**src/rtl/cu_seq_if.sv**
```systemverilog
// Instruction, flag, memory and strobe bundle for the cu_seq control sequencer.
interface cu_seq_if #(
  parameter int OPW  = 6,
  parameter int NREG = 2,
  parameter int IMMW = 9
);
  localparam int RSW = (NREG > 1) ? $clog2(NREG) : 1;

  logic            instr_valid;
  logic            instr_ready;
  logic [OPW-1:0]  opcode;
  logic [RSW-1:0]  ra;
  logic [1:0]      ra_stack;
  logic [IMMW-1:0] imm;
  logic [3:0]      flags;
  logic            mem_ack;
  logic            mem_req;
  logic            mem_we;
  logic            alu_en;
  logic            flag_we;
  logic            mov_en;
  logic            tr_en;
  logic            pc_load;
  logic            sp_inc;
  logic            sp_dec;
  logic [NREG-1:0] reg_sel;
  logic            acc_sel;
  logic            pc_sel;
  logic            busy;
  logic            halted;
  logic            illegal;
  logic            mem_err;

  modport slave (
    input  instr_valid, opcode, ra, ra_stack, imm, flags, mem_ack,
    output instr_ready, mem_req, mem_we, alu_en, flag_we, mov_en, tr_en,
           pc_load, sp_inc, sp_dec, reg_sel, acc_sel, pc_sel,
           busy, halted, illegal, mem_err
  );

  modport master (
    output instr_valid, opcode, ra, ra_stack, imm, flags, mem_ack,
    input  instr_ready, mem_req, mem_we, alu_en, flag_we, mov_en, tr_en,
           pc_load, sp_inc, sp_dec, reg_sel, acc_sel, pc_sel,
           busy, halted, illegal, mem_err
  );
endinterface

```
**src/rtl/cu_seq.sv**
```systemverilog
// cu_seq: FETCH/DECODE/EXEC/MEM/WB/HALT control sequencer for a small CPU.
// EXEC strobes are registered on the edge that leaves EXEC, so flags are
// sampled during EXEC and the strobes appear in the following cycle.
// MEM/WB/status outputs are decoded from registered state only.
module cu_seq #(
  parameter int OPW  = 6,
  parameter int NREG = 2,
  parameter int IMMW = 9,
  parameter int TMO  = 15
) (
  input  logic     clk,
  input  logic     rst,
  cu_seq_if.slave  bus
);
  localparam int RSW = (NREG > 1) ? $clog2(NREG) : 1;
  localparam int SP1 = (NREG < 2) ? NREG - 1 : 1;

  localparam logic [2:0] S_FETCH  = 3'd0;
  localparam logic [2:0] S_DECODE = 3'd1;
  localparam logic [2:0] S_EXEC   = 3'd2;
  localparam logic [2:0] S_MEM    = 3'd3;
  localparam logic [2:0] S_WB     = 3'd4;
  localparam logic [2:0] S_HALT   = 3'd5;

  localparam logic [3:0] C_ILL  = 4'd0;
  localparam logic [3:0] C_TR   = 4'd1;
  localparam logic [3:0] C_BR   = 4'd2;
  localparam logic [3:0] C_CMP  = 4'd3;
  localparam logic [3:0] C_ALU  = 4'd4;
  localparam logic [3:0] C_MOV  = 4'd5;
  localparam logic [3:0] C_LD   = 4'd6;
  localparam logic [3:0] C_ST   = 4'd7;
  localparam logic [3:0] C_PUSH = 4'd8;
  localparam logic [3:0] C_POP  = 4'd9;
  localparam logic [3:0] C_HALT = 4'd10;

  logic [2:0]      state_q, state_d;
  logic [OPW-1:0]  op_q, op_d;
  logic [RSW-1:0]  ra_q, ra_d;
  logic [1:0]      stk_q, stk_d;
  logic [IMMW-1:0] imm_q, imm_d;
  logic [3:0]      cls_q, cls_d;
  logic [7:0]      cnt_q, cnt_d;
  logic            alu_q, alu_d, fwe_q, fwe_d, mov_q, mov_d, tr_q, tr_d;
  logic            pcl_q, pcl_d, ill_q, ill_d, merr_q, merr_d, acc_q, acc_d;
  logic [NREG-1:0] sel_q, sel_d;
  logic            taken;
  logic [NREG-1:0] mem_sel;
  logic            stk_acc, stk_pc;

  function automatic logic [NREG-1:0] onehot(input logic [RSW-1:0] idx);
    logic [NREG-1:0] oh;
    oh = '0;
    for (int unsigned i = 0; i < NREG; i++) oh[i] = (idx == RSW'(i));
    return oh;
  endfunction

  function automatic logic [3:0] classify(input logic [OPW-1:0] op);
    logic [3:0] c;
    if (op == '1) c = C_HALT;
    else begin
      case (32'(op))
        0, 1:            c = C_TR;
        2:               c = C_LD;
        3:               c = C_ST;
        4:               c = C_PUSH;
        5:               c = C_POP;
        6, 7, 8, 9, 10:  c = C_BR;
        20:              c = C_CMP;
        21, 22:          c = C_ALU;
        23:              c = C_MOV;
        default:         c = C_ILL;
      endcase
    end
    return c;
  endfunction

  // Branch condition: opcodes 6..9 test Z,N,C,V; opcode 10 is unconditional.
  always_comb begin
    case (op_q[3:0])
      4'd6:    taken = bus.flags[3];
      4'd7:    taken = bus.flags[2];
      4'd8:    taken = bus.flags[1];
      4'd9:    taken = bus.flags[0];
      default: taken = 1'b1;
    endcase
  end

  // Next-state, field latching, EXEC strobe generation and MEM timeout.
  always_comb begin
    state_d = state_q;
    op_d    = op_q;
    ra_d    = ra_q;
    stk_d   = stk_q;
    imm_d   = imm_q;
    cls_d   = cls_q;
    cnt_d   = cnt_q;
    alu_d   = 1'b0;
    fwe_d   = 1'b0;
    mov_d   = 1'b0;
    tr_d    = 1'b0;
    pcl_d   = 1'b0;
    ill_d   = 1'b0;
    merr_d  = 1'b0;
    acc_d   = 1'b0;
    sel_d   = '0;
    case (state_q)
      S_FETCH: begin
        if (bus.instr_valid) begin
          op_d    = bus.opcode;
          ra_d    = bus.ra;
          stk_d   = bus.ra_stack;
          imm_d   = bus.imm;
          state_d = S_DECODE;
        end
      end
      S_DECODE: begin
        cls_d   = classify(op_q);
        state_d = S_EXEC;
      end
      S_EXEC: begin
        state_d = S_FETCH;
        case (cls_q)
          C_TR:   begin tr_d = 1'b1; sel_d = onehot(RSW'(op_q[0])); end
          C_BR:   pcl_d = taken;
          C_CMP:  begin alu_d = 1'b1; fwe_d = 1'b1; end
          C_ALU: begin
            alu_d = 1'b1;
            fwe_d = 1'b1;
            if (imm_q == '0) acc_d = 1'b1;
            else             sel_d = onehot(ra_q);
          end
          C_MOV:  begin mov_d = 1'b1; sel_d = onehot(ra_q); end
          C_LD, C_ST, C_PUSH, C_POP: begin
            state_d = S_MEM;
            cnt_d   = '0;
          end
          C_HALT: state_d = S_HALT;
          default: ill_d = 1'b1;
        endcase
      end
      S_MEM: begin
        if (bus.mem_ack) begin
          state_d = S_WB;
          cnt_d   = '0;
        end else if (cnt_q == 8'(TMO - 1)) begin
          // This is the TMO-th cycle without ack: abandon and skip WB.
          state_d = S_FETCH;
          merr_d  = 1'b1;
          cnt_d   = '0;
        end else begin
          cnt_d = cnt_q + 8'd1;
        end
      end
      S_WB:    state_d = S_FETCH;
      S_HALT:  state_d = S_HALT;
      default: state_d = S_FETCH;
    endcase
  end

  // State, latched fields and registered strobes; reset aborts immediately.
  always_ff @(posedge clk or negedge rst) begin
    if (!rst) begin
      state_q <= S_FETCH;
      op_q    <= '0;
      ra_q    <= '0;
      stk_q   <= '0;
      imm_q   <= '0;
      cls_q   <= C_ILL;
      cnt_q   <= '0;
      alu_q   <= 1'b0;
      fwe_q   <= 1'b0;
      mov_q   <= 1'b0;
      tr_q    <= 1'b0;
      pcl_q   <= 1'b0;
      ill_q   <= 1'b0;
      merr_q  <= 1'b0;
      acc_q   <= 1'b0;
      sel_q   <= '0;
    end else begin
      state_q <= state_d;
      op_q    <= op_d;
      ra_q    <= ra_d;
      stk_q   <= stk_d;
      imm_q   <= imm_d;
      cls_q   <= cls_d;
      cnt_q   <= cnt_d;
      alu_q   <= alu_d;
      fwe_q   <= fwe_d;
      mov_q   <= mov_d;
      tr_q    <= tr_d;
      pcl_q   <= pcl_d;
      ill_q   <= ill_d;
      merr_q  <= merr_d;
      acc_q   <= acc_d;
      sel_q   <= sel_d;
    end
  end

  // Register/accumulator/PC selection while a memory access is in flight.
  always_comb begin
    mem_sel = '0;
    stk_acc = 1'b0;
    stk_pc  = 1'b0;
    if (state_q == S_MEM) begin
      if (cls_q == C_PUSH || cls_q == C_POP) begin
        case (stk_q)
          2'd0:    mem_sel[0]   = 1'b1;
          2'd1:    mem_sel[SP1] = 1'b1;
          2'd2:    stk_acc      = 1'b1;
          default: stk_pc       = 1'b1;
        endcase
      end else begin
        mem_sel = onehot(ra_q);
      end
    end
  end

  assign bus.instr_ready = (state_q == S_FETCH);
  assign bus.busy        = (state_q != S_FETCH) && (state_q != S_HALT);
  assign bus.halted      = (state_q == S_HALT);
  assign bus.mem_req     = (state_q == S_MEM);
  assign bus.mem_we      = (state_q == S_MEM) && (cls_q == C_ST || cls_q == C_PUSH);
  assign bus.sp_dec      = (state_q == S_WB) && (cls_q == C_PUSH);
  assign bus.sp_inc      = (state_q == S_WB) && (cls_q == C_POP);
  assign bus.alu_en      = alu_q;
  assign bus.flag_we     = fwe_q;
  assign bus.mov_en      = mov_q;
  assign bus.tr_en       = tr_q;
  assign bus.pc_load     = pcl_q;
  assign bus.illegal     = ill_q;
  assign bus.mem_err     = merr_q;
  assign bus.reg_sel     = sel_q | mem_sel;
  assign bus.acc_sel     = acc_q | stk_acc;
  assign bus.pc_sel      = stk_pc;
endmodule
```
**src/flat_wrapper.sv**
```systemverilog
// flat-port wrapper written by rule: the top's interface ports become plain ports
module cu_seq_flat 
#(
  parameter int OPW  = 6,
  parameter int NREG = 2,
  parameter int IMMW = 9,
  parameter int TMO  = 15
)
  (clk, rst, bus_instr_valid, bus_opcode, bus_ra, bus_ra_stack, bus_imm, bus_flags, bus_mem_ack, bus_instr_ready, bus_mem_req, bus_mem_we, bus_alu_en, bus_flag_we, bus_mov_en, bus_tr_en, bus_pc_load, bus_sp_inc, bus_sp_dec, bus_reg_sel, bus_acc_sel, bus_pc_sel, bus_busy, bus_halted, bus_illegal, bus_mem_err);
  cu_seq_if #(.OPW(OPW), .NREG(NREG), .IMMW(IMMW)) bus_i ();
  input  logic clk;
  input  logic rst;
  input wire logic [$bits(bus_i.instr_valid)-1:0] bus_instr_valid;
  input wire logic [$bits(bus_i.opcode)-1:0] bus_opcode;
  input wire logic [$bits(bus_i.ra)-1:0] bus_ra;
  input wire logic [$bits(bus_i.ra_stack)-1:0] bus_ra_stack;
  input wire logic [$bits(bus_i.imm)-1:0] bus_imm;
  input wire logic [$bits(bus_i.flags)-1:0] bus_flags;
  input wire logic [$bits(bus_i.mem_ack)-1:0] bus_mem_ack;
  output wire logic [$bits(bus_i.instr_ready)-1:0] bus_instr_ready;
  output wire logic [$bits(bus_i.mem_req)-1:0] bus_mem_req;
  output wire logic [$bits(bus_i.mem_we)-1:0] bus_mem_we;
  output wire logic [$bits(bus_i.alu_en)-1:0] bus_alu_en;
  output wire logic [$bits(bus_i.flag_we)-1:0] bus_flag_we;
  output wire logic [$bits(bus_i.mov_en)-1:0] bus_mov_en;
  output wire logic [$bits(bus_i.tr_en)-1:0] bus_tr_en;
  output wire logic [$bits(bus_i.pc_load)-1:0] bus_pc_load;
  output wire logic [$bits(bus_i.sp_inc)-1:0] bus_sp_inc;
  output wire logic [$bits(bus_i.sp_dec)-1:0] bus_sp_dec;
  output wire logic [$bits(bus_i.reg_sel)-1:0] bus_reg_sel;
  output wire logic [$bits(bus_i.acc_sel)-1:0] bus_acc_sel;
  output wire logic [$bits(bus_i.pc_sel)-1:0] bus_pc_sel;
  output wire logic [$bits(bus_i.busy)-1:0] bus_busy;
  output wire logic [$bits(bus_i.halted)-1:0] bus_halted;
  output wire logic [$bits(bus_i.illegal)-1:0] bus_illegal;
  output wire logic [$bits(bus_i.mem_err)-1:0] bus_mem_err;
  assign bus_i.instr_valid = bus_instr_valid;
  assign bus_i.opcode = bus_opcode;
  assign bus_i.ra = bus_ra;
  assign bus_i.ra_stack = bus_ra_stack;
  assign bus_i.imm = bus_imm;
  assign bus_i.flags = bus_flags;
  assign bus_i.mem_ack = bus_mem_ack;
  assign bus_instr_ready = bus_i.instr_ready;
  assign bus_mem_req = bus_i.mem_req;
  assign bus_mem_we = bus_i.mem_we;
  assign bus_alu_en = bus_i.alu_en;
  assign bus_flag_we = bus_i.flag_we;
  assign bus_mov_en = bus_i.mov_en;
  assign bus_tr_en = bus_i.tr_en;
  assign bus_pc_load = bus_i.pc_load;
  assign bus_sp_inc = bus_i.sp_inc;
  assign bus_sp_dec = bus_i.sp_dec;
  assign bus_reg_sel = bus_i.reg_sel;
  assign bus_acc_sel = bus_i.acc_sel;
  assign bus_pc_sel = bus_i.pc_sel;
  assign bus_busy = bus_i.busy;
  assign bus_halted = bus_i.halted;
  assign bus_illegal = bus_i.illegal;
  assign bus_mem_err = bus_i.mem_err;
  cu_seq #(.OPW(OPW), .NREG(NREG), .IMMW(IMMW), .TMO(TMO)) u_core (.clk(clk), .rst(rst), .bus(bus_i));
endmodule
```
**config.mk**
```make
export PLATFORM = sky130hd
export DESIGN_NAME = cu_seq_flat
export DESIGN_NICKNAME = d
export VERILOG_FILES = /design/src/rtl/cu_seq_if.sv /design/src/rtl/cu_seq.sv /design/src/flat_wrapper.sv
export SDC_FILE = /design/constraint.sdc
export NUM_CORES = 1
export LEC_CHECK = 0
export ABC_AREA = 1
export CAP_MARGIN = 40
export CORE_MARGIN = 2
export CORE_UTILIZATION = 47
export DETAILED_ROUTE_END_ITERATION = 6
export GPL_TIMING_DRIVEN = 0
export PLACE_DENSITY = 0.72
export SLEW_MARGIN = 10
export SYNTH_ARGS = -nofsm -noshare
export SYNTH_HDL_FRONTEND = slang
export SYNTH_SLANG_ARGS = --single-unit
```
**constraint.sdc**
```tcl
create_clock -name clk -period 1.2 [get_ports clk]
set_input_delay 0.18 -clock clk [delete_from_list [all_inputs] [get_ports clk]]
set_output_delay 0.18 -clock clk [all_outputs]
set_load 0.02 [all_outputs]
```
## Word-level counts from Yosys, hierarchy flattened

Memories as Yosys holds them, arrays and structs flattened.
Cells that the tools add are included.

- Word-level logic and storage cells: 107
- Bits in read-only memories: 128
- Memories: 1
- Input port bits: 26
- Output and inout port bits: 18
- Register bits: 42

- Eq/ne operators: 27
- Reductions and logical operators: 18
- Muxes and demuxes: 41
- $add $sub $neg: 1
- Bitwise gates (word level): 4

Memory list:

| memory | depth | bits a word | rd ports | clocked after Yosys merged registers in | wr ports | line | text |
|---|---|---|---|---|---|---|---|
| (name not given) | 32 | 4 | 1 | 0 | 0 | cu_seq.sv:62 | `case (32'(op))` |

Operators by type and width:

| kind | count |
|---|---|
| $eq 4x3->1 const B | 6 |
| $mux 1 | 24 |
| $mux 8 | 3 |
| $eq 4x4->1 const B | 5 |
| $pmux 8 s2 | 1 |
| $pmux 3 s5 | 1 |
| $reduce_or 10->1 | 1 |
| $logic_not 9->1 | 1 |
| $mux 3 | 3 |
| $add 8x1->8 const B | 1 |
| $eq 4x2->1 const B | 2 |
| $eq 8x4->1 const B | 1 |
| $mux 2 | 4 |
| $mux 4 | 2 |
| $eq 3x2->1 const B | 2 |
| $eq 3x3->1 const B | 2 |
| $eq 6x6->1 const B | 1 |
| $pmux 2 s3 | 1 |
| $pmux 3 s2 | 1 |
| $reduce_and 2->1 | 3 |
| $eq 4x1->1 const B | 1 |
| $logic_and 1x1->1 | 4 |
| $ne 2x2->1 const B | 2 |
| $pmux 1 s4 | 1 |
| 16 further kinds | 18 |

## Longest topological paths before layout

Gate-level depths: netlist (run 1).

- Word-level depth: 5
- Mapped depth: 9
- Mapped depth without buffers: 9

## Worst setup path before layout (run 1)

OpenSTA, ideal clock, no wires.

- Path kind: register to output
- From: reg u_core.state_q[2]
- To: out bus_pc_sel
- Data arrival time: 1.306 ns
- Slack: -0.286 ns
- Cell stages (with the launch flop): 7
- Data required time: 1.020 ns
- Cells stage by stage: dfrtp_1 inv_1 nand2_2 nor2_8 inv_2 buf_6 nor4_4

- Cells in the longest elaborated chain, start to end: 2

RTL lines:

| element | line | text |
|---|---|---|
| start, declared | cu_seq.sv:37 | `logic [2:0] state_q, state_d;` |
| start signal, assigned | cu_seq.sv:181 | `state_q <= state_d;` |
| $eq 3x2->1 | n/a |  |
| net bus_mem_req | flat_wrapper.sv:21 | `output wire logic [$bits(bus_i.mem_req)-1:0] bus_mem_req;` |
| $mux 1 | cu_seq.sv:205 | `if (state_q == S_MEM) begin` |
| end, declared | flat_wrapper.sv:32 | `output wire logic [$bits(bus_i.pc_sel)-1:0] bus_pc_sel;` |

The timed path passes the listed nets, and every way through them passes these cells.

## Worst setup path after layout (run 1)

- From: reg u_core.state_q[2]
- To: out bus_pc_sel

- Cells in the longest elaborated chain, start to end: 2

RTL lines:

| element | line |
|---|---|
| $eq 3x2->1 | cu_seq.sv:205 |
| $mux 1 | cu_seq.sv:205 |

No other way between the ends.

==> results of run 1 <==
## path summary, 6_finish.rpt
kind                                               end                           from  cells past startpoint  slack (ns)
max                                         bus_pc_sel  u_core.state_q[2]$_DFFE_PN0P_                      7       -0.57
min                        u_core.cnt_q[5]$_DFFE_PN0P_                            rst                      2        0.36
max reg2reg                u_core.cnt_q[1]$_DFFE_PN0P_  u_core.state_q[2]$_DFFE_PN0P_                     11       -0.51
min reg2reg                u_core.imm_q[4]$_DFFE_PN0P_    u_core.imm_q[4]$_DFFE_PN0P_                      2        0.49
max in group asynchronous  u_core.cls_q[0]$_DFFE_PN0N_                            rst                      3        0.32
min in group clk           u_core.imm_q[3]$_DFFE_PN0P_                     bus_imm[3]                      3        0.43
## logic make-up (layout without fill, tap and decap cells)
kind of cell	count (synthesis)	count (layout)	share of synthesized area, %
AO/OA/AOI/OAI	35	35	9.40
AND/OR/NAND/NOR	173	175	33.8
adder cells (fa/ha/maj)	7	7	3.70
XOR/XNOR	2	2	0.740
flip-flops	42	42	44.4
buffers and inverters	44	145	8.03
## routing by layer
layer | part of all wire [%] | vias to the layer above
met1 | 39 | 1241
li1 | - | 1194
met4 | 4.5 | 0
met2 | 50 | 149
met3 | 6.7 | 34
met5 | 0 | -
## worst max-delay path: cells and delay by family (launching register included)
| kind | cells | cell delay, ns |
|---|---|---|
| buf+inv | 4 | 0.49 |
| simple gates | 3 | 0.37 |
| flops | 1 | 0.43 |
## cell type report
type / instances / area, um2 / share of cell area (%)
inverters: 37 / 156 / 3.94
repair buffers: 93 / 886 / 22.3
clock inverters: 3 / 40.0 / 1.01
flip-flops and latches: 42 / 1060 / 26.6
clock buffers: 5 / 68.8 / 1.73
plain buffers: 7 / 80.1 / 2.02
multi-input cells: 219 / 1600 / 40.2
well taps: 67 / 83.8 / 2.11
## through the flow
step                hold slack (ns)  TNS (ns)  util, %  setup WS [ns]
floorplan                    -0.116    -0.639        -         -0.207
global placement              0.448    -59.79     61.0          -1.21
detailed placement            0.159     -9.57     61.4         -0.761
CTS                           0.385    -12.21     77.3         -0.466
global route                  0.422    -21.54     83.0         -0.591
finish                        0.362    -20.47     83.0         -0.573
## sequential cells by signal (all words and copies together) (netlist names)
signal	flops
u_core.cls_q	4
u_core.bus.mov_en	1
u_core.state_q	3
u_core.bus.pc_load	1
u_core.cnt_q	8
u_core.bus.illegal	1
u_core.op_q	6
u_core.stk_q	2
u_core.imm_q	9
u_core.sel_q	2
u_core.ra_q	1
u_core.acc_q	1
u_core.bus.tr_en	1
u_core.bus.mem_err	1
u_core.bus.alu_en	1
## layout by cell type, fill, tap and decap left out, drive strengths merged
cell,count
nand3,36
a211oi,1
bufinv,1
nor2,45
xor2,2
buf,68
nand2,78
dlygate4sd2,6
nand4,8
ha,7
dfrtp,42
nor4,1
o21ai,13
a31o,1
o211ai,2
dlygate4sd3,1
o221ai,1
and2,1
inv,37
clkdlybuf4s50,24
o21bai,2
or2,1
a21o,1
a21oi,14
clkbuf,6
nor3,5
clkinv,2
## where the power goes
| group | internal (mW) | total (mW) | switching, mW |
|---|---|---|---|
| registers | 1.95 | 2.51 | 0.558 |
| logic | 2.62 | 5.87 | 3.24 |
| clock network | 0.613 | 1.12 | 0.511 |
## timing repair
item / CTS / global route
pin swaps: 22 / 13
hold buffers: 1 / 0
setup buffers: 33 / 14
endpoints found under the hold margin: 17 / 0
setup endpoints to repair: 57 / 53
gates cloned: 4 / 0
resized for setup: 177 / 43
==> summary.txt, run 1 <==
Floorplanning
  • Row Count: 25
  • Die area: 0.00562 mm2
  • Starting Density: 49.5%
  • Die X: 75.0 um
  • I/O pins: 44
  • Core area: 0.00479 mm2
  • Die Ht: 75.0 um

Worst setup path
  • Worst path max stage delay: 0.43 ns
  • Worst setup EP type: output pin
  • CP max-delay cell: dfrtp_1
  • Crit Path Category: reg -> out
  • Startpoint types: flip-flop
  • Worst EP required: 1.02 ns
  • Crit path max fanout: 5
  • Arr. time, crit path: 1.59 ns
  • Critical-path cell list: inv_2, nand2_4, nor2_8, inv_4, buf_12, nor4_4, buf_4

Synthesis
  • Flops & latches, synth: 42
  • Yosys warns: 0
  • Prevailing post-synth register cell: dfrtp_1
  • Seq/Total Area, Yosys: 44.4%
  • Mapped Nets: 336
  • Yosys top cell area share: 44.4%
  • Post-synth ARST share: 100%
  • EDFF count, synth: 0
  • Syn Inst Count: 303
  • Synth cell count leaders: nand2_1, dfrtp_1, nor2_1
  • Yosys top cell by area: dfrtp_1
  • Synth area leaders: dfrtp_1, nand2_1, nand3_1, nor2_1, inv_1
  • Post-synthesis cell type count: 33
  • Mean post-synth cell area: 7.82 um2
  • Most numerous cell in the Yosys netlist: nand2_1
  • Post-Syn Area: 0.00237 mm2

Hold path
  • Worst Hold Class: in -> async

Route
  • Vias/cell: 5.53
  • Total Wirelength: 7870 um
  • Post-route ant nets: 0
  • Remaining DRCs: 0
  • First drt pass iteration count: 5
  • Wire per inst: 16.6 um
  • Total number of vias: 2618
  • Iteration-0 DRC Markers: 272

Flow run
  • MaxCap Viol Count: 0

Clock tree
  • CTS buffer count: 5
  • Root buf cell: clkbuf_8
  • # clock sinks: 42
  • CTS Buffer Depth: 2
  • Number of H-tree levels: 2
  • CTS tree: done
  • Clk Latency, worst-skew pair: 0.30 ns
  • Clock Pin Slew Worst Setup and Hold Paths: 0.09 ns

STA
  • Final Max Slew Viols: 0
  • Final Critical Period: 1.77 ns
  • Setup ws final: -0.573 ns
  • Clk_skew: 0.0133 ns
  • Worst-margin pin slew: 0.487 ns
  • Final Hold Fails: 0
  • Achievable clock frequency: 0.564 GHz
  • Slew margin rel.: 67.5%
  • Final period util: 148%
  • Setup violators final: 53
  • RSZ-0062 raised after global routing: yes

Layout
  • Filler cells: 256
  • Cell area after layout: 0.00397 mm2
  • Antenna cells: 0
  • Fin cells: 473
  • Layout Nets: 438
  • Layout cells sized above 1: 44.3%
  • Area delta synth->final: 67.6%

GRT
  • First-pass GRT wire length: 11200 um
  • Vias in the first global route: 2431
  • Total track usage: 26.5%
  • GR peak layer: met2
  • Largest net degree at the start of global routing: 26
  • Met2 Usage GRT: 45.3%
  • Gr ovfl total: 0
  • Met1 track demand over resource: 33.3%
  • M3 GR Usage: 5.22%
  • Initial antenna violation count: 0

Outcome
  • Outcome: complete, but fails checks
  • Failing checks: negative setup slack

Place
  • PortBufs: 43
  • RePlAce Congestion: 0.865
  • Placement Cell Area: 0.00294 mm2
  • DP HPWL: 3940 um
  • Dpl cells: 414

Power and ir drop
  • Peak supply drop: 0.00141 V
  • Pwr Total: 9.50 mW
  • Leakage: 1.90 nW
  • PD cells: 2390 mW/mm2
Power figures use the tool's default switching activity.
==> run 2, diff against run 1 <==
GPL_TIMING_DRIVEN = not set   (was 0)
==> summary.txt, run 2 (synthesized netlist as in run 1, its figures left out) <==
Route
  • Iteration-0 DRC Markers: 271 (was 272)
  • Total Wirelength: 8390 um (was 7870 um)
  • Remaining DRCs: 0 (unchanged)
  • Post-route ant nets: 0 (unchanged)
  • First drt pass iteration count: 6 (was 5)
  • Wire per inst: 17.2 um (was 16.6 um)
  • Total number of vias: 2782 (was 2618)
  • Vias/cell: 5.69 (was 5.53)

Power and ir drop
  • PD cells: 2480 mW/mm2 (was 2390 mW/mm2)
  • Pwr Total: 10.0 mW (was 9.50 mW)
  • Leakage: 1.98 nW (was 1.90 nW)
  • Peak supply drop: 0.00180 V (was 0.00141 V)

STA
  • Achievable clock frequency: 0.598 GHz (was 0.564 GHz)
  • Final period util: 139% (was 148%)
  • Worst hold slack: 0.383 ns (was 0.362 ns)
  • Final Critical Period: 1.67 ns (was 1.77 ns)
  • Clk_skew: 0.00900 ns (was 0.0133 ns)
  • RSZ-0062 raised after global routing: yes (unchanged)
  • Setup violators final: 53 (unchanged)
  • Final Max Slew Viols: 0 (unchanged)
  • Setup ws final: -0.471 ns (was -0.573 ns)
  • Slew margin rel.: 48.1% (was 67.5%)
  • Final Hold Fails: 0 (unchanged)
  • Worst-margin pin slew: 0.776 ns (was 0.487 ns)

Floorplanning
  • Die area: 0.00562 mm2 (unchanged)
  • Die Ht: 75.0 um (unchanged)
  • I/O pins: 44 (unchanged)
  • Starting Density: 49.5% (unchanged)
  • Row Count: 25 (unchanged)
  • Core area: 0.00479 mm2 (unchanged)
  • Die X: 75.0 um (unchanged)

Worst setup path
  • Crit path max fanout: 5 (unchanged)
  • Critical-path cell list: inv_2, nand2_4, nor2_8, inv_4, nor4_4, buf_4 (was inv_2, nand2_4, nor2_8, inv_4, buf_12, nor4_4, buf_4)
  • Reg2reg end: u_core.state_q[0]$_DFFE_PN0P_ (was u_core.cnt_q[1]$_DFFE_PN0P_)
  • Arr. time, crit path: 1.49 ns (was 1.59 ns)
  • Crit Path Category: reg -> out (unchanged)
  • Cell count along the critical path: 6 (was 7)
  • Worst path max stage delay: 0.42 ns (was 0.43 ns)
  • CP max-delay cell: dfrtp_1 (unchanged)
  • Worst Path Buf+Inv: 3 (was 4)
  • RR Startpoint: u_core.state_q[2]$_DFFE_PN0P_ (unchanged)
  • Worst EP required: 1.02 ns (about the same)
  • CP Capture Point: bus_pc_sel (unchanged)
  • Reg-to-reg slack, setup: -0.39 ns (was -0.51 ns)
  • Worst Reg-to-Reg Cells: 11 (unchanged)
  • Worst Setup SP: u_core.state_q[2]$_DFFE_PN0P_ (unchanged)
  • Worst setup EP type: output pin (unchanged)
  • Worst path top cell family by delay: flip-flops (was buffers and inverters)
  • Startpoint types: flip-flop (unchanged)

Layout
  • Cell area after layout: 0.00405 mm2 (was 0.00397 mm2)
  • Leading cell type in the layout, fill and taps excluded: buf_4 (was nand2_1)
  • Max reg flops: 9 (unchanged)
  • Core Util, Final: 84.6% (was 83.0%)
  • Layout cells sized above 1: 44.3% (about the same)
  • Antenna cells: 0 (unchanged)
  • Top reg by flops: u_core.imm_q (unchanged)
  • Area delta synth->final: 70.9% (was 67.6%)
  • Layout Nets: 454 (was 438)
  • Filler cells: 234 (was 256)
  • Top Registers: u_core.imm_q: 9 flops, u_core.cnt_q: 8 flops, u_core.op_q: 6 flops (unchanged)
  • Most frequent cells in the layout: buf_4, nand2_1, dfrtp_1, nand3_1, buf_6 (was nand2_1, dfrtp_1, buf_4, buf_6, inv_1)
  • Fin cells: 489 (was 473)

Hold path
  • Worst Hold Class: in -> async (unchanged)

Clock tree
  • Root buf cell: clkbuf_8 (unchanged)
  • CTS tree: done (unchanged)
  • CTS Buffer Depth: 2 (unchanged)
  • Number of H-tree levels: 2 (unchanged)
  • CTS buffer count: 5 (unchanged)
  • Clk Latency, worst-skew pair: 0.30 ns (about the same)
  • Clock Pin Slew Worst Setup and Hold Paths: 0.09 ns (about the same)
  • # clock sinks: 42 (unchanged)

GRT
  • Vias in the first global route: 2436 (was 2431)
  • Gr ovfl total: 0 (unchanged)
  • Initial antenna violation count: 0 (unchanged)
  • Total track usage: 25.8% (was 26.5%)
  • Largest net degree at the start of global routing: 43 (was 26)
  • First-pass GRT wire length: 11000 um (was 11200 um)

Flow run
  • MaxCap Viol Count: 0 (unchanged)

Place
  • Placement Cell Area: 0.00322 mm2 (was 0.00294 mm2)
  • Dpl cells: 452 (was 414)
  • DP HPWL: 4100 um (was 3940 um)
  • PortBufs: 43 (unchanged)
  • RePlAce Congestion: 0.908 (was 0.865)

Outcome
  • Outcome: complete, but fails checks (unchanged)
  • Failing checks: negative setup slack (unchanged)
run 2: how the worst min path moves through the flow:
stage / start / endpoint / slack (ns) / cells past startpoint
3_5_place_dp: rst / u_core.bus.tr_en$_DFF_PN0_ / 0.17 / 2
4_1_cts: rst / u_core.cnt_q[6]$_DFFE_PN0P_ / 0.40 / 3
6_report: rst / u_core.cnt_q[6]$_DFFE_PN0P_ / 0.38 / 3
5_1_grt: rst / u_core.cnt_q[6]$_DFFE_PN0P_ / 0.41 / 3
3_3_place_gp: rst / u_core.bus.tr_en$_DFF_PN0_ / 0.17 / 2
2_1_floorplan: rst / u_core.acc_q$_DFF_PN0_ / -0.12 / 0
run 2: worst register-to-register path, delay by kind of cell, from the launching register on:
family | cells | cell delay, ns
DFF | 1 | 0.42
and+or+nand+nor | 7 | 0.63
buffers and inverters | 4 | 0.44
run 2: final cells by class:
class | instances | area [um2] | area share (%)
clock inverters | 3 | 68.8 | 1.70
flip-flops and latches | 42 | 1050 | 26.1
inverters | 37 | 151 | 3.74
well taps | 67 | 83.8 | 2.07
multi-input cells | 220 | 1550 | 38.2
repair buffers | 115 | 1070 | 26.5
clock buffers | 5 | 68.8 | 1.70
run 2: timing repair:
item | 4_1_cts | 5_1_grt
hold buffers | 1 | 0
buffers inserted | 11 | 17
gates cloned | 2 | 1
pin swaps | 14 | 23
hold endpoints to repair | 42 | 0
resized for setup | 124 | 79
endpoints found under the setup margin | 56 | 54
run 2: where the power goes:
part	internal [mW]	total [mW]	switching [mW]
clock	0.834	1.35	0.520
sequential	1.94	2.45	0.505
combinational	2.82	6.25	3.43
run 2: metrics by stage:
| stage | TNS [ns] | setup WS [ns] |
|---|---|---|
| 3_5_place_dp | -10.14 | -0.577 |
| 3_3_place_gp | -9.37 | -0.524 |
| 2_1_floorplan | -0.639 | -0.207 |
| 5_1_grt | -19.02 | -0.504 |
| 4_1_cts | -7.92 | -0.383 |
| 6_report | -17.14 | -0.471 |
run 2: per-layer routing:
metal  wire length (um)  track usage [%]  up-vias
li1                   -                -     1224
met1               3060             32.2     1300
met2               4200             43.4      195
met3                617             5.76       63
met4                516             10.3        0
met5                  0                0        -
==> run 3, diff against run 2 <==
PLACE_DENSITY = 0.76   (was 0.72)
SKIP_LAST_GASP = 1   (was not set)
==> summary.txt, run 3 (synthesized netlist as in run 1, its figures left out) <==
STA
  • Setup ws final: -0.449 ns (was -0.471 ns)
  • Achievable clock frequency: 0.606 GHz (was 0.598 GHz)
  • Final Critical Period: 1.65 ns (was 1.67 ns)
  • Setup violators final: 53 (unchanged)
  • Final Max Slew Viols: 0 (unchanged)
  • Final period util: 137% (was 139%)
  • Final Hold Fails: 0 (unchanged)
  • Worst-margin pin slew: 0.811 ns (was 0.776 ns)
  • Slew margin rel.: 45.9% (was 48.1%)
  • RSZ-0062 raised after global routing: yes (unchanged)
  • Clk_skew: 0.0108 ns (was 0.00900 ns)

Layout
  • Top reg by flops: u_core.imm_q (unchanged)
  • Core Util, Final: 84.8% (was 84.6%)
  • Layout Nets: 451 (was 454)
  • Area delta synth->final: 71.4% (was 70.9%)
  • Max reg flops: 9 (unchanged)
  • Filler cells: 245 (was 234)
  • Most frequent cells in the layout: nand2_1, buf_4, dfrtp_1, buf_6, inv_1 (was buf_4, nand2_1, dfrtp_1, nand3_1, buf_6)
  • Top Registers: u_core.imm_q: 9 flops, u_core.cnt_q: 8 flops, u_core.op_q: 6 flops (unchanged)
  • Reg area: 0.00105 mm2 (about the same)
  • Antenna cells: 0 (unchanged)
  • Footprint of the multi-input gates: 0.00160 mm2 (was 0.00155 mm2)
  • Layout cells sized above 1: 46.5% (was 44.3%)

Route
  • First drt pass iteration count: 5 (was 6)
  • Total Wirelength: 9120 um (was 8390 um)
  • Total number of vias: 2807 (was 2782)
  • Wire per inst: 18.8 um (was 17.2 um)
  • Iteration-0 DRC Markers: 286 (was 271)
  • Remaining DRCs: 0 (unchanged)
  • Vias/cell: 5.78 (was 5.69)
  • Post-route ant nets: 0 (unchanged)

GRT
  • Met2 Usage GRT: 48.8% (was 43.4%)
  • Gr ovfl total: 0 (unchanged)
  • Total track usage: 28.6% (was 25.8%)
  • Initial antenna violation count: 0 (unchanged)
  • Largest net degree at the start of global routing: 43 (unchanged)
  • First-pass GRT wire length: 11900 um (was 11000 um)
  • Vias in the first global route: 2546 (was 2436)
  • Met1 track demand over resource: 34.6% (was 32.2%)
  • M3 GR Usage: 6.56% (was 5.76%)
  • GR peak layer: met2 (unchanged)

Worst setup path
  • Worst EP required: 1.02 ns (about the same)
  • Worst Reg-to-Reg Cells: 10 (was 11)
  • Worst setup EP type: output pin (unchanged)
  • Startpoint types: flip-flop (unchanged)
  • Arr. time, crit path: 1.47 ns (was 1.49 ns)
  • RR Startpoint: u_core.state_q[2]$_DFFE_PN0P_ (unchanged)
  • Crit path max fanout: 4 (was 5)
  • Reg2reg end: u_core.state_q[0]$_DFFE_PN0P_ (unchanged)
  • Crit Path Category: reg -> out (unchanged)
  • Reg-to-reg slack, setup: -0.39 ns (about the same)

Power and ir drop
  • Pwr Total: 10.1 mW (was 10.0 mW)
  • PD cells: 2490 mW/mm2 (was 2480 mW/mm2)
  • Peak supply drop: 0.00220 V (was 0.00180 V)
  • Leakage: 1.95 nW (was 1.98 nW)

Floorplanning
  • Row Count: 25 (unchanged)
  • Die Ht: 75.0 um (unchanged)
  • Die X: 75.0 um (unchanged)
  • Die area: 0.00562 mm2 (unchanged)
  • Core area: 0.00479 mm2 (unchanged)
  • I/O pins: 44 (unchanged)
  • Starting Density: 49.5% (unchanged)

Outcome
  • Failing checks: negative setup slack (unchanged)
  • Outcome: complete, but fails checks (unchanged)

Clock tree
  • # clock sinks: 42 (unchanged)
  • Root buf cell: clkbuf_8 (unchanged)
  • Number of H-tree levels: 2 (unchanged)
  • Clock Pin Slew Worst Setup and Hold Paths: 0.10 ns (was 0.09 ns)
  • CTS tree: done (unchanged)
  • Clk Latency, worst-skew pair: 0.32 ns (was 0.30 ns)
  • CTS Buffer Depth: 2 (unchanged)
  • CTS buffer count: 5 (unchanged)

Hold path
  • Worst Hold Class: in -> async (unchanged)

Place
  • PortBufs: 43 (unchanged)
  • RePlAce Congestion: 0.927 (was 0.908)
  • DP HPWL: 4070 um (was 4100 um)

Flow run
  • MaxCap Viol Count: 0 (unchanged)
==> run 3: layout make-up <==
cell class / count / area share (%)
clock inverter: 3 / 1.11
sequential: 42 / 25.9
multi-input combinational: 220 / 39.5
timing repair buffer: 112 / 25.9
tap: 67 / 2.06
inverter: 37 / 3.79
clock buffer: 5 / 1.69
==> run 3: worst max path at each step <==
stage,depth (start not counted),endpoint,slack [ns],start
after floorplan,6,bus_pc_sel,-0.21,u_core.state_q[2]$_DFFE_PN0P_
after global placement,6,bus_pc_sel,-0.53,u_core.cls_q[2]$_DFFE_PN0N_
after detailed placement,6,bus_pc_sel,-0.56,u_core.cls_q[2]$_DFFE_PN0N_
after CTS,6,bus_reg_sel[1],-0.40,u_core.cls_q[2]$_DFFE_PN0N_
after global routing,7,bus_reg_sel[0],-0.49,u_core.cls_q[2]$_DFFE_PN0N_
final,6,bus_reg_sel[1],-0.45,u_core.cls_q[2]$_DFFE_PN0N_
==> run 3: timing repair <==
item / 4_1_cts / 5_1_grt
cloned: 3 / 0
hold buffers: 1 / 0
hold endpoints to repair: 42 / 0
gates resized for setup: 155 / 61
pin swaps: 17 / 20
endpoints found under the setup margin: 57 / 56
setup buffers: 16 / 11
==> run 3: power by group <==
part / total [mW] / switching, mW / internal [mW] / leakage [nW]
sequential: 2.44 / 0.499 / 1.94 / 0.533
combinational: 6.48 / 3.63 / 2.85 / 1.37
clock: 1.20 / 0.577 / 0.620 / 0.0504
==> run 3: critical path: stages (launching register included) <==
cell and delay (ns):
dfrtp_1 0.40, inv_2 0.09, nand2_4 0.09, nor2_4 0.13, o21ai_1 0.09, a31o_2 0.23, buf_6 0.13
==> run 3: per-layer routing <==
metal	routed length, um	vias to the layer above
met5	0	-
met4	509	0
met3	703	53
met2	4570	194
met1	3340	1345
li1	-	1215
==> run 3: per-stage QoR <==
stage / area [um2] / std cells / setup slack (ns) / TNS [ns] / hold slack, ns
final: 4060 / 486 / -0.449 / -14.83 / 0.364
after CTS: 3760 / 478 / -0.400 / -7.62 / 0.385
after global routing: 4060 / 486 / -0.493 / -16.92 / 0.400
after floorplan: 2410 / 303 / -0.207 / -0.639 / -0.116
after global placement: 3200 / 450 / -0.528 / -8.98 / 0.167
after detailed placement: 3200 / 450 / -0.562 / -10.17 / 0.169
